## config.mk

```make
export PLATFORM = sky130hd
export DESIGN_NAME = exe_stage_flat
export DESIGN_NICKNAME = d
export VERILOG_FILES = /design/src/rtl/exe_stage_pkg.sv /design/src/rtl/exe_stage_if.sv /design/src/rtl/exe_stage_val2_gen.sv /design/src/rtl/exe_stage.sv /design/src/flat_wrapper.sv
export SDC_FILE = /design/constraint.sdc
export NUM_CORES = 1
export LEC_CHECK = 0
export CORE_ASPECT_RATIO = 0.8
export CORE_MARGIN = 8
export CORE_UTILIZATION = 35
export DETAILED_ROUTE_END_ITERATION = 7
export PLACE_DENSITY = 0.6
export SKIP_LAST_GASP = 1
export SLEW_MARGIN = 20
export SYNTH_ARGS = -nofsm -noshare
export SYNTH_HDL_FRONTEND = slang
export SYNTH_HIERARCHICAL = 1
export SYNTH_SLANG_ARGS = --single-unit
```

## constraint.sdc

```tcl
create_clock -name clk -period 20.1 [get_ports clk]
set_input_delay 4.02 -clock clk [delete_from_list [all_inputs] [get_ports clk]]
set_output_delay 4.02 -clock clk [all_outputs]
set_load 0.05 [all_outputs]
```

## src/rtl/exe_stage_pkg.sv

```systemverilog
// Shared definitions for the execute stage: ALU opcodes, shifter types, NZCV bit positions
// and the 32-bit rotate-right used by the operand shifter.
package exe_stage_pkg;

  localparam logic [3:0] CMD_MOV = 4'b0001;
  localparam logic [3:0] CMD_ADD = 4'b0010;
  localparam logic [3:0] CMD_ADC = 4'b0011;
  localparam logic [3:0] CMD_SUB = 4'b0100;
  localparam logic [3:0] CMD_SBC = 4'b0101;
  localparam logic [3:0] CMD_AND = 4'b0110;
  localparam logic [3:0] CMD_ORR = 4'b0111;
  localparam logic [3:0] CMD_EOR = 4'b1000;
  localparam logic [3:0] CMD_MVN = 4'b1001;

  localparam logic [1:0] SH_LSL = 2'b00;
  localparam logic [1:0] SH_LSR = 2'b01;
  localparam logic [1:0] SH_ASR = 2'b10;
  localparam logic [1:0] SH_ROR = 2'b11;

  localparam int SR_N = 3;
  localparam int SR_Z = 2;
  localparam int SR_C = 1;
  localparam int SR_V = 0;

  function automatic logic [31:0] ror32(input logic [31:0] x, input logic [4:0] amt);
    logic [63:0] t;
    t = {x, x} >> amt;
    return t[31:0];
  endfunction

endpackage

```

## src/rtl/exe_stage_if.sv

```systemverilog
// ID/EXE register outputs into the execute stage and the results it returns toward EXE/MEM.
interface exe_stage_if #(
  parameter int DW   = 32,
  parameter int SR_W = 4
);
  logic            freeze;
  logic [DW-1:0]   PC_in;
  logic [3:0]      exec_cmd;
  logic            mem_read;
  logic            mem_write;
  logic            S;
  logic            imm;
  logic [DW-1:0]   val_Rn;
  logic [DW-1:0]   val_Rm;
  logic [11:0]     shift_operand;
  logic [23:0]     signed_imm_24;
  logic [DW-1:0]   alu_result;
  logic [DW-1:0]   branch_addr;
  logic [SR_W-1:0] status;

  modport master (
    output freeze, PC_in, exec_cmd, mem_read, mem_write, S, imm,
           val_Rn, val_Rm, shift_operand, signed_imm_24,
    input  alu_result, branch_addr, status
  );

  modport slave (
    input  freeze, PC_in, exec_cmd, mem_read, mem_write, S, imm,
           val_Rn, val_Rm, shift_operand, signed_imm_24,
    output alu_result, branch_addr, status
  );
endinterface

```

## src/rtl/exe_stage_val2_gen.sv

```systemverilog
// Second-operand generator: rotated 8-bit immediate, zero-extended memory offset,
// or Rm through the barrel shifter (LSL/LSR/ASR/ROR).
module exe_stage_val2_gen
  import exe_stage_pkg::*;
#(
  parameter int DW = 32
) (
  input  logic          imm,
  input  logic          mem_op,
  input  logic [DW-1:0] val_rm,
  input  logic [11:0]   shift_operand,
  output logic [DW-1:0] val2
);

  logic [4:0]           sh_amt;
  logic [1:0]           sh_type;
  logic signed [DW-1:0] rm_s;

  assign sh_amt  = shift_operand[11:7];
  assign sh_type = shift_operand[6:5];
  assign rm_s    = val_rm;

  // Immediate rotation is always an even amount: twice the 4-bit rotate field.
  always_comb begin
    val2 = val_rm;
    if (imm) begin
      val2 = ror32({24'd0, shift_operand[7:0]}, {shift_operand[11:8], 1'b0});
    end else if (mem_op) begin
      val2 = {20'd0, shift_operand};
    end else begin
      case (sh_type)
        SH_LSL:  val2 = val_rm << sh_amt;
        SH_LSR:  val2 = val_rm >> sh_amt;
        SH_ASR:  val2 = rm_s >>> sh_amt;
        SH_ROR:  val2 = ror32(val_rm, sh_amt);
        default: val2 = val_rm;
      endcase
    end
  end

endmodule

```

## src/rtl/exe_stage.sv

```systemverilog
// Execute stage: operand select, Val2 generation, ALU with NZCV flags, branch target adder
// and the registered status word. Define EXE_FORWARDING_EN to add the operand forwarding muxes.
module exe_stage
  import exe_stage_pkg::*;
#(
  parameter int DW   = 32,
  parameter int SR_W = 4
) (
  input  logic         clk,
  input  logic         rst,
  exe_stage_if.slave   bus
`ifdef EXE_FORWARDING_EN
  ,
  input  logic [1:0]    sel_src1,
  input  logic [1:0]    sel_src2,
  input  logic [DW-1:0] mem_fwd_val,
  input  logic [DW-1:0] wb_fwd_val
`endif
);

  logic [DW-1:0]   src1;
  logic [DW-1:0]   src2;
  logic [DW-1:0]   val2;
  logic [DW-1:0]   b_eff;
  logic [DW-1:0]   res;
  logic [DW:0]     sum;
  logic            cin_eff;
  logic            c_in;
  logic            c_nxt;
  logic            v_nxt;
  logic [SR_W-1:0] nzcv_nxt;
  logic [SR_W-1:0] status_p1;

`ifdef EXE_FORWARDING_EN
  // Code 11 is reserved and falls back to the register value.
  function automatic logic [DW-1:0] fwd_mux(input logic [1:0] sel, input logic [DW-1:0] reg_v,
                                            input logic [DW-1:0] mem_v, input logic [DW-1:0] wb_v);
    case (sel)
      2'b01:   return mem_v;
      2'b10:   return wb_v;
      default: return reg_v;
    endcase
  endfunction

  assign src1 = fwd_mux(sel_src1, bus.val_Rn, mem_fwd_val, wb_fwd_val);
  assign src2 = fwd_mux(sel_src2, bus.val_Rm, mem_fwd_val, wb_fwd_val);
`else
  assign src1 = bus.val_Rn;
  assign src2 = bus.val_Rm;
`endif

  assign c_in = status_p1[SR_C];

  exe_stage_val2_gen #(.DW(DW)) u_val2_gen (
    .imm           (bus.imm),
    .mem_op        (bus.mem_read | bus.mem_write),
    .val_rm        (src2),
    .shift_operand (bus.shift_operand),
    .val2          (val2)
  );

  // Subtraction runs as src1 + ~val2 + cin, so bit DW of the sum is NOT borrow directly.
  always_comb begin
    b_eff   = ((bus.exec_cmd == CMD_SUB) || (bus.exec_cmd == CMD_SBC)) ? ~val2 : val2;
    cin_eff = 1'b0;
    case (bus.exec_cmd)
      CMD_ADC, CMD_SBC: cin_eff = c_in;
      CMD_SUB:          cin_eff = 1'b1;
      default:          cin_eff = 1'b0;
    endcase
    sum   = {1'b0, src1} + {1'b0, b_eff} + {{DW{1'b0}}, cin_eff};
    res   = '0;
    c_nxt = status_p1[SR_C];
    v_nxt = status_p1[SR_V];
    case (bus.exec_cmd)
      CMD_MOV: res = val2;
      CMD_MVN: res = ~val2;
      CMD_ADD, CMD_ADC, CMD_SUB, CMD_SBC: begin
        res   = sum[DW-1:0];
        c_nxt = sum[DW];
        v_nxt = (src1[DW-1] == b_eff[DW-1]) && (sum[DW-1] != src1[DW-1]);
      end
      CMD_AND: res = src1 & val2;
      CMD_ORR: res = src1 | val2;
      CMD_EOR: res = src1 ^ val2;
      default: begin
        res   = '0;
        c_nxt = 1'b0;
        v_nxt = 1'b0;
      end
    endcase
    nzcv_nxt       = '0;
    nzcv_nxt[SR_N] = res[DW-1];
    nzcv_nxt[SR_Z] = (res == '0);
    nzcv_nxt[SR_C] = c_nxt;
    nzcv_nxt[SR_V] = v_nxt;
  end

  assign bus.alu_result  = res;
  assign bus.branch_addr = bus.PC_in + {{6{bus.signed_imm_24[23]}}, bus.signed_imm_24, 2'b00};

  // Stage boundary: status register, visible to the next instruction as its carry-in.
  always_ff @(posedge clk or negedge rst) begin
    if (!rst) begin
      status_p1 <= '0;
    end else if (bus.S && !bus.freeze) begin
      status_p1 <= nzcv_nxt;
    end
  end

  assign bus.status = status_p1;

endmodule

```

## src/flat_wrapper.sv

```systemverilog
// flat-port wrapper written by rule: the top's interface ports become plain ports
module exe_stage_flat import exe_stage_pkg::*;
#(
  parameter int DW   = 32,
  parameter int SR_W = 4
)
  (clk, rst, bus_freeze, bus_PC_in, bus_exec_cmd, bus_mem_read, bus_mem_write, bus_S, bus_imm, bus_val_Rn, bus_val_Rm, bus_shift_operand, bus_signed_imm_24, bus_alu_result, bus_branch_addr, bus_status);
  exe_stage_if #(.DW(DW), .SR_W(SR_W)) bus_i ();
  input  logic clk;
  input  logic rst;
  input wire logic [$bits(bus_i.freeze)-1:0] bus_freeze;
  input wire logic [$bits(bus_i.PC_in)-1:0] bus_PC_in;
  input wire logic [$bits(bus_i.exec_cmd)-1:0] bus_exec_cmd;
  input wire logic [$bits(bus_i.mem_read)-1:0] bus_mem_read;
  input wire logic [$bits(bus_i.mem_write)-1:0] bus_mem_write;
  input wire logic [$bits(bus_i.S)-1:0] bus_S;
  input wire logic [$bits(bus_i.imm)-1:0] bus_imm;
  input wire logic [$bits(bus_i.val_Rn)-1:0] bus_val_Rn;
  input wire logic [$bits(bus_i.val_Rm)-1:0] bus_val_Rm;
  input wire logic [$bits(bus_i.shift_operand)-1:0] bus_shift_operand;
  input wire logic [$bits(bus_i.signed_imm_24)-1:0] bus_signed_imm_24;
  output wire logic [$bits(bus_i.alu_result)-1:0] bus_alu_result;
  output wire logic [$bits(bus_i.branch_addr)-1:0] bus_branch_addr;
  output wire logic [$bits(bus_i.status)-1:0] bus_status;
  assign bus_i.freeze = bus_freeze;
  assign bus_i.PC_in = bus_PC_in;
  assign bus_i.exec_cmd = bus_exec_cmd;
  assign bus_i.mem_read = bus_mem_read;
  assign bus_i.mem_write = bus_mem_write;
  assign bus_i.S = bus_S;
  assign bus_i.imm = bus_imm;
  assign bus_i.val_Rn = bus_val_Rn;
  assign bus_i.val_Rm = bus_val_Rm;
  assign bus_i.shift_operand = bus_shift_operand;
  assign bus_i.signed_imm_24 = bus_signed_imm_24;
  assign bus_alu_result = bus_i.alu_result;
  assign bus_branch_addr = bus_i.branch_addr;
  assign bus_status = bus_i.status;
  exe_stage #(.DW(DW), .SR_W(SR_W)) u_core (.clk(clk), .rst(rst), .bus(bus_i));
endmodule
```

# [Word level (Yosys, flattened, before mapping)]
# Index checks and enable logic that the tools add are counted.
[classes] add_sub_neg=3 eq_ne=14 shifts=5 mux=8 n_bitwise=6 n_reduce_logical=10
[ops] op="one-hot mux 32 bit (6 select lines)" count=1
[ops] op="one-hot mux 32 bit (4 select lines)" count=1
[ops] op="two-way mux 32 bit" count=3
[ops] op=">> shifter 64 x 5 -> 32 bit" count=1
[ops] op=">> shifter 40 x 5 -> 32 bit" count=1
[ops] op="adder 32 x 32 -> 33 bit" count=1
[ops] op="adder 33 x 1 -> 33 bit" count=1
[ops] op="adder 32 bit" count=1
[ops] op="bitwise AND 32 bit" count=1
[ops] op="zero test 32 bit" count=1
[ops] op="inverter 32 bit" count=1
[ops] op="OR 32 bit" count=1
[ops] op="left shift 32 x 5 -> 32 bit" count=1
[ops] op=">> shifter 32 x 5 -> 32 bit" count=1
[ops] op=">>> shifter 32 x 5 -> 32 bit" count=1
[ops] op="bitwise XOR 32 bit" count=1
[ops] op="== test 4 x 3 -> 1 bit (second input constant)" count=4
[ops] op="== test 4 x 2 -> 1 bit (second input constant)" count=2
[ops] op="== test 4 bit (second input constant)" count=2
[ops] op="one-hot mux 1 bit (2 select lines)" count=3
[ops] op="OR reduction 5 bit" count=1
[ops] op="== test 2 bit (second input constant)" count=2
[ops] op="== test 4 x 1 -> 1 bit (second input constant)" count=1
[ops] op="OR reduction 4 bit" count=1
[ops] op="11 further kinds" count=12
[word_totals] register_bits=4 in_bits=143 word_cells=48

# [Depth between registers and ports, before layout]
# Gate-level depths: netlist of run 1.
[depth] ltp_word=11 depth_mapped=25

# [Cells and area by module]
# Netlist of run 1, hierarchy kept.
[by_module_without_submodules] mod="exe_stage" n_inst=1 cells_each=864 area_per_inst_um2=6229.7
[by_module_without_submodules] mod="exe_stage_val2_gen" n_inst=1 cells_each=765 area_per_inst_um2=5693.0

# [Worst setup path before layout of run 1]
# OpenSTA, ideal clock, no wires.
[synth_timing] path_type="input-to-output" startpoint="input port bus_shift_operand[8]" endpoint="output port bus_alu_result[23]" t_arrival_ns=8.734 required_time_ns=16.080 path_slack_ns=7.346 stages=17 path_buffers=2 path_cell_list="buf_2 -> buf_6 -> mux2_2 -> mux4_2 -> o21ai_0 -> nand2_1 -> a31o_2 -> inv_1 -> xnor2_1 -> fa_1 -> a211oi_1 -> o211ai_1 -> a211oi_2 -> o21ai_1 -> a211oi_1 -> xor2_1 -> o21ai_0"
[synth_via] elab_chain_len=9 elab_cells_between_ends=16 classes_between="add/sub (2); shift (5); mux (5); bitwise (4)"
[synth_rtl] element="start: declaration" line_no="flat_wrapper.sv:20" text="input wire logic [$bits(bus_i.shift_operand)-1:0] bus_shift_operand;"
[synth_rtl] element=">> shifter 64 x 5 -> 32 bit (tied with other cells)" line_no="exe_stage_pkg.sv:27" text="t = {x, x} >> amt;"
[synth_rtl] element="one-hot mux 32 bit (4 select lines)" line_no="exe_stage_val2_gen.sv:31" text="case (sh_type)"
[synth_rtl] element="two-way mux 32 bit" line_no="exe_stage_val2_gen.sv:28" text="end else if (mem_op) begin"
[synth_rtl] element="two-way mux 32 bit (*)" line_no="exe_stage_val2_gen.sv:26" text="if (imm) begin"
[synth_rtl] element="net u_core.val2[0]" line_no="exe_stage.sv:23" text="logic [DW-1:0] val2;"
[synth_rtl] element="inverter 32 bit" line_no="exe_stage.sv:64" text="b_eff = ((bus.exec_cmd == CMD_SUB) || (bus.exec_cmd == CMD_SBC)) ? ~val2 : val2;"
[synth_rtl] element="two-way mux 32 bit (*)" line_no="exe_stage.sv:64"
[synth_rtl] element="adder 32 x 32 -> 33 bit (*)" line_no="exe_stage.sv:71" text="sum = {1'b0, src1} + {1'b0, b_eff} + {{DW{1'b0}}, cin_eff};"
[synth_rtl] element="adder 33 x 1 -> 33 bit (*)" line_no="exe_stage.sv:71"
[synth_rtl] element="one-hot mux 32 bit (6 select lines) (*)" line_no="exe_stage.sv:75" text="case (bus.exec_cmd)"
[synth_rtl] element="end: declaration" line_no="flat_wrapper.sv:22" text="output wire logic [$bits(bus_i.alu_result)-1:0] bus_alu_result;"
# The timed path passes the listed nets; every way through them passes the cells marked *.

# [Worst setup path after layout of run 1]
[layout_timing] startpoint="input port bus_shift_operand[8]" endpoint="output port bus_alu_result[28]"
# The elaborated chain is that of the path after synthesis.

==> flow_metrics.env, run 1 <==
export IMPL_crit_family="compound AO/OA/AOI/OAI gates"
export IMPL_drcViolationCount=0
export IMPL_clkTransAtPathRegs_ns=0.03
export IMPL_synth_seq_area_share_pct=0.8395
export IMPL_skew_ns=0.005051
export IMPL_run_status="complete, no violations"
export IMPL_slew_violations=0
export IMPL_finalCritPeriodShare_pct=78.79
export IMPL_finalPower_w=0.0006009
export IMPL_largest_reg_flops=4
export IMPL_drtPass1Iterations=6
export IMPL_rsz0062_at_grt="no"
export IMPL_total_leakage_power_nw=5.603
export IMPL_post_dp_hpwl_mm=45.27
export IMPL_cts_setup_buffers=0
export IMPL_yosysMostFrequentCell="nand2_1"
export IMPL_cts_num_sinks=4
export IMPL_synth_compound_area_share_pct=33.29
export IMPL_synth_top_family_by_area="compound AO/OA/AOI/OAI gates"
export IMPL_grt_pass1_wl_mm=87.62
export IMPL_synthMuxAreaShare_pct=18.93
export IMPL_syn_area_um2=11920
export IMPL_cp_start_kind="primary input"
export IMPL_finalHoldViolations=0
export IMPL_ant_nets=0
export IMPL_netlist_area_leader_share_pct=13.01
export IMPL_yosys_register_bits=4
export IMPL_antennaDiodeCount=0
export IMPL_grt_pass1_vias=13900
export IMPL_area_delta_synth_final_pct=18.71
export IMPL_grtUsageTotal_pct=27.14
export IMPL_io_pins=211
export IMPL_wl_per_cell_um=26.71
export IMPL_drive_above_1_share_pct=9.502
export IMPL_critPathSlowestCell="a2111oi_0"
export IMPL_dieArea_um2=40260
export IMPL_core_area_um2=33560
export IMPL_overflow=0
export IMPL_ys_top_cells_by_count="nand2_1 (137), nor2_1 (129), ha_1 (124)"
export IMPL_die_x_um=222.4
export IMPL_synth_fp_nets=1899
export IMPL_start_util_pct=35.53
export IMPL_tightest_slew_ns=1.192
export IMPL_cts_htree_levels=1
export IMPL_postCtsHoldBufs=0
export IMPL_worstSetupPathType="primary input to output port"
export IMPL_timing_fmax_mhz=63.15
export IMPL_power_density_nw_per_um2=42.45
export IMPL_antenna_found_initial=1
export IMPL_crit_path_end_kind="output port"
export IMPL_maxCapViolCount=0
export IMPL_arrival_ns=11.82
export IMPL_setup_viol_count_final=0
export IMPL_io_buffer_count=206
export IMPL_synth_adder_area_share_pct=13.52
export IMPL_setup_tns_final_ns=0
export IMPL_synth_xor_area_share_pct=5.509
export IMPL_synth_ff_type="dfrtp_1"
export IMPL_hold_class="register to register"
export IMPL_synthTopCellsByArea="ha_1 (13%), mux4_2 (8.3%), mux2i_1 (7.5%), o21ai_0 (4.8%), xnor2_1 (4.4%)"
export IMPL_ir_drop_v=0.00003171
export IMPL_critPathMaxStageDelay_ns=0.93
export IMPL_drt_initial_drc_count=2010
export IMPL_via_count=14550
export IMPL_grt_max_degree=69
export IMPL_synthArstFlopShare_pct=100.0
export IMPL_die_y_um=181.1
export IMPL_synth_edff_count=0
export IMPL_gp_congestion=1.029
export IMPL_ys_warnings_count=6
export IMPL_via_per_inst=6.673
export IMPL_rows=60
export IMPL_syn_avg_cell_area_um2=7.319
export IMPL_ys_types=105
export IMPL_crit_buf_inv=5
export IMPL_cts_buffer_depth=2
export IMPL_critPathMaxFanout=68
export IMPL_synth_largest_area_cell="ha_1"
export IMPL_path_cells="buf_4 > buf_4 > mux2i_1 > a22o_1 > or2_1 > o31ai_1 > a21boi_0 > o21ai_1 > inv_1 > xnor2_1 > inv_1 > fa_1 > nand2b_1 > a21boi_0 > a31oi_1 > a21o_1 > a2111oi_0 > o21ai_0 > o21ai_0 > xor2_1 > a21o_1 > clkdlybuf4s50_1"
export IMPL_fin_nets=2019
export IMPL_required_ns=16.08
export IMPL_max_slew_margin_pct=20.24
export IMPL_cts_repair_resized=0
export IMPL_clk_latency_ns=0.23
export IMPL_clockRootBuffer="clkbuf_16"
export IMPL_cts_buffers=3
export IMPL_cts_tree="built"
export IMPL_totalWireLength_mm=58.26
export IMPL_synth_simple_area_share_pct=18.98
export IMPL_fin_crit_ns=15.84
export IMPL_synthCells=1629
kinds of logic after synthesis:
group	after synthesis
buf+inv	218
mux	165
simple gates	471
xor+xnor	75
flops	4
fa+ha+maj	127
compound gates	569
layout by cell type, fill, tap and decap left out, types with 25 or more instances in the layout:
master / count
nor2_1: 127
nand3_1: 47
xnor2_1: 60
mux2_2: 31
clkdlybuf4s50_1: 201
mux2i_1: 89
o211ai_1: 28
nand2_1: 137
a211oi_1: 27
o21ai_0: 114
buf_4: 33
ha_1: 124
o22ai_1: 25
a21o_1: 25
a21oi_1: 103
mux4_2: 44
nor3_1: 34
inv_1: 95
power breakdown:
group	leakage (nW)	switching (W)	internal, W
Sequential	0.0546	0.000000687	0.00000878
Combinational	5.51	0.000357	0.000203
Clock	0.0370	0.00000584	0.0000254
Total	5.60	0.000364	0.000237
stage by stage:
step / cells / utilization, % / setup slack (ns) / hold slack [ns] / area (um^2)
floorplan: 1629 / - / 7.346 / 0.7497 / 11920
global placement: 2178 / 41.95 / 4.584 / 0.4678 / 14080
detailed placement: 2178 / 41.95 / 4.516 / 0.4698 / 14080
CTS: 2181 / 42.18 / 4.484 / 0.4769 / 14150
global route: 2181 / 42.18 / 3.996 / 0.4925 / 14150
finish: 2181 / 42.18 / 4.264 / 0.4707 / 14150
layer usage:
metal | up-vias | global-route usage (%) | wire length (um)
met5 | - | 0.1239 | 10
met3 | 159 | 8.610 | 7727
met2 | 1003 | 39.76 | 23780
met1 | 6941 | 37.53 | 24770
li1 | 6449 | - | -
met4 | 2 | 7.680 | 1969
worst register-to-register path: stages, from the launching register on:
cell and delay, ns:
dfrtp_1 0.52, a21oi_1 0.12, nor2_1 0.18, fa_1 0.22, inv_1 0.06, fa_1 0.39, nand2b_1 0.19, a21boi_0 0.35
a31oi_1 0.34, a21o_1 0.26, a2111oi_0 0.93, o21ai_0 0.37, mux2i_1 0.22, a2111oi_0 0.43, nand4_1 0.18, o21ai_2 0.16
cell type report:
class | count | area [um^2]
Fill cell | 3486 | 19400
Sequential cell | 4 | 100.1
Clock buffer | 3 | 75.07
Inverter | 96 | 360.3
Multi-Input combinational cell | 1407 | 10800
Tap cell | 434 | 543.0
Timing Repair Buffer | 237 | 2275
final timing paths:
kind	to	slack (ns)	startpoint	cells after the start
max reg2reg	u_core/bus.status[2]$_DFFE_PN0P_	15.10	u_core/bus.status[1]$_DFFE_PN0P_	15
max in group asynchronous	u_core/bus.status[0]$_DFFE_PN0P_	15.93	rst	1
min	u_core/bus.status[3]$_DFFE_PN0P_	0.47	u_core/bus.status[3]$_DFFE_PN0P_	2
min reg2reg	u_core/bus.status[3]$_DFFE_PN0P_	0.47	u_core/bus.status[3]$_DFFE_PN0P_	2
max	bus_alu_result[28]	4.26	bus_shift_operand[8]	22
min in group asynchronous	u_core/bus.status[2]$_DFFE_PN0P_	4.00	rst	1
Power figures use the tool's default switching activity.
==> run 2: changes to the inputs <==
--- a/config.mk
+++ b/config.mk
@@ -9,7 +9,7 @@
 export CORE_MARGIN = 8
 export CORE_UTILIZATION = 35
 export DETAILED_ROUTE_END_ITERATION = 7
-export PLACE_DENSITY = 0.6
+export PLACE_DENSITY = 0.62
 export SKIP_LAST_GASP = 1
 export SLEW_MARGIN = 20
 export SYNTH_ARGS = -nofsm -noshare
==> constraint.sdc (replaced) <==
create_clock -name clk -period 13.09 [get_ports clk]
set_input_delay 2.618 -clock clk [delete_from_list [all_inputs] [get_ports clk]]
set_output_delay 2.618 -clock clk [all_outputs]
set_load 0.05 [all_outputs]
==> run 2 against run 1 <==
Non-clock buffer count grew 13. Setup slack lost 3.3 ns. Sequential share of layout area is essentially flat. Sequential power grew 54%. Clock skew shrank 0.0040 ns. Clock-buffer cell count is the same. Total power grew 54%. Hold slack gained 0.012 ns. Register-to-register slack lost 6.7 ns. Core utilization grew 0.29 points. Highest routed layer unchanged.
==> flow_metrics.env, run 2 (synthesis gave the netlist of run 1 again) <==
export IMPL_run_status="complete, no violations"
export IMPL_arrival_ns=9.47
export IMPL_ant_nets=0
export IMPL_cts_num_sinks=4
export IMPL_critPathMaxFanout=83
export IMPL_p_int_w=0.0003689
export IMPL_die_y_um=181.1
export IMPL_drcViolationCount=0
export IMPL_path_common_cell="buf_4"
export IMPL_critPathSlowestCell="buf_4"
export IMPL_min_from="u_core/bus.status[2]$_DFFE_PN0P_"
export IMPL_swShare_pct=60.26
export IMPL_finalHoldViolations=0
export IMPL_clkTransAtPathRegs_ns=0.03
export IMPL_skew_ns=0.001033
export IMPL_antenna_found_initial=1
export IMPL_power_frac_seq_pct=1.6
export IMPL_io_pins=211
export IMPL_tightest_slew_ns=1.102
export IMPL_max_slew_margin_pct=26.29
export IMPL_setup_tns_final_ns=0
export IMPL_cts_repair_resized=0
export IMPL_r2r_end="u_core/bus.status[2]$_DFFE_PN0P_"
export IMPL_post_dp_hpwl_mm=45.35
export IMPL_startpoint="bus_shift_operand[8]"
export IMPL_postCtsHoldBufs=0
export IMPL_crit_path_end_kind="output port"
export IMPL_core_area_um2=33560
export IMPL_cts_setup_buffers=0
export IMPL_rows=60
export IMPL_cts_htree_levels=1
export IMPL_totalWireLength_mm=57.66
export IMPL_finalPower_w=0.0009283
export IMPL_grt_pass1_wl_mm=86.53
export IMPL_dieArea_um2=40260
export IMPL_setup_slack_ns=1.004
export IMPL_clockPowerShare_pct=5.1
export IMPL_cts_buffer_depth=2
export IMPL_total_leakage_power_nw=5.674
export IMPL_maxCapViolCount=0
export IMPL_postPlaceCellArea_um2=14180
export IMPL_rrSetupSlack_ns=8.45
export IMPL_largest_reg_flops=4
export IMPL_slew_violations=0
export IMPL_clockRootBuffer="clkbuf_16"
export IMPL_critPathMaxStageDelay_ns=0.78
export IMPL_place_ws_ns=1.184
export IMPL_grt_max_degree=84
export IMPL_via_count=14580
export IMPL_worstSetupPathType="primary input to output port"
export IMPL_rsz0062_at_grt="no"
export IMPL_mostFrequentLayoutCells="clkdlybuf4s50_1 (198), nand2_1 (137), nor2_1 (128), ha_1 (124), o21ai_0 (114)"
export IMPL_io_buffer_count=206
export IMPL_power_density_nw_per_um2=65.13
export IMPL_fin_crit_ns=12.09
export IMPL_overflow=0
export IMPL_cp_start_kind="primary input"
export IMPL_final_common_cell="clkdlybuf4s50_1"
export IMPL_cts_tree="built"
export IMPL_via_per_inst=6.645
export IMPL_required_ns=10.47
export IMPL_wl_per_cell_um=26.28
export IMPL_path_cells="buf_4 > buf_4 > nor2_1 > o311ai_0 > a31oi_1 > a21boi_0 > o21ai_1 > inv_1 > xnor2_1 > inv_1 > fa_1 > nand2b_1 > a21boi_0 > a31oi_1 > a21o_1 > a2111oi_0 > buf_4 > o21ai_0 > mux2i_1 > or2_2 > clkdlybuf4s50_1"
export IMPL_comb_power_share_pct=93.3
export IMPL_drive_above_1_share_pct=10.23
export IMPL_hold_end="u_core/bus.status[2]$_DFFE_PN0P_"
export IMPL_finalCritPeriodShare_pct=92.33
export IMPL_timing_fmax_mhz=82.74
export IMPL_cts_buffers=3
export IMPL_grtUsageTotal_pct=26.78
export IMPL_area_delta_synth_final_pct=19.54
export IMPL_grt_pass1_vias=13920
export IMPL_ir_drop_v=0.00005418
export IMPL_r2r_start="u_core/bus.status[1]$_DFFE_PN0P_"
export IMPL_postLayoutCellArea_um2=14250
export IMPL_drtPass1Iterations=7
export IMPL_drt_initial_drc_count=1967
export IMPL_clk_latency_ns=0.22
export IMPL_fin_nets=2032
export IMPL_die_x_um=222.4
export IMPL_final_util_pct=42.47
export IMPL_netSwitchingPower_w=0.0005594
export IMPL_gp_congestion=1.079
export IMPL_hold_class="register to register"
export IMPL_hold_depth=2
export IMPL_antennaDiodeCount=0
export IMPL_start_util_pct=35.53
export IMPL_setup_viol_count_final=0
export IMPL_ff2ff_path_depth=16
[run 2: cell count changes in the layout (fill, tap and decap cells not counted), sizes merged]
| cell | change |
|---|---|
| buf | +16 |
| clkdlybuf4s50 | -3 |
[run 2: final cells by class]
type / count / area [um^2]
multi-input combinational: 1407 / 10800
inverter: 96 / 360.3
fill: 3430 / 19300
sequential: 4 / 100.1
tap: 434 / 543.0
clock buffer: 3 / 75.07
timing repair buffer: 250 / 2377
[run 2: worst max-delay path by stage]
| stage | to | slack [ns] | depth (start not counted) |
|---|---|---|---|
| final | bus_alu_result[20] | 1.00 | 21 |
| after global routing | bus_alu_result[20] | 0.61 | 21 |
| after CTS | bus_alu_result[20] | 1.15 | 21 |
| after detailed placement | bus_alu_result[20] | 1.18 | 21 |
| after global placement | bus_alu_result[20] | 1.14 | 21 |
| after floorplan | bus_alu_result[23] | 3.14 | 17 |
[run 2: routing by layer]
metal | vias to the layer above | track usage (%) | part of all wire (%)
met5 | - | 0 | 0.016
met4 | 2 | 7.102 | 3.1
met3 | 121 | 6.732 | 13
met2 | 1004 | 39.55 | 41
met1 | 6960 | 38.03 | 43
li1 | 6492 | - | -
[run 2: power groups by stage]
stage	registers [W]	clock network (W)	logic [W]
after floorplan	0.0000178	0	0.000565
after global placement	0.0000147	0	0.000842
after detailed placement	0.0000148	0	0.000843
after CTS	0.0000147	0.0000479	0.000847
after global routing	0.0000148	0.0000492	0.000915
final	0.0000146	0.0000475	0.000866
[run 2: worst max-delay path: cells and delay by family]
family	cells	cell delay [ns]
muxes	1	0.17
and+or+nand+nor	3	0.63
buffers and inverters	6	2.36
adders and majority gates	1	0.42
AOI/OAI and AO/OA	9	2.98
xor gates and xnor gates	1	0.23
[run 2: stage by stage]
step,std cells,hold WS (ns)
after floorplan,1629,0.7497
after global placement,2191,0.4665
after detailed placement,2191,0.4784
after CTS,2194,0.4850
after global routing,2194,0.5105
final,2194,0.4822
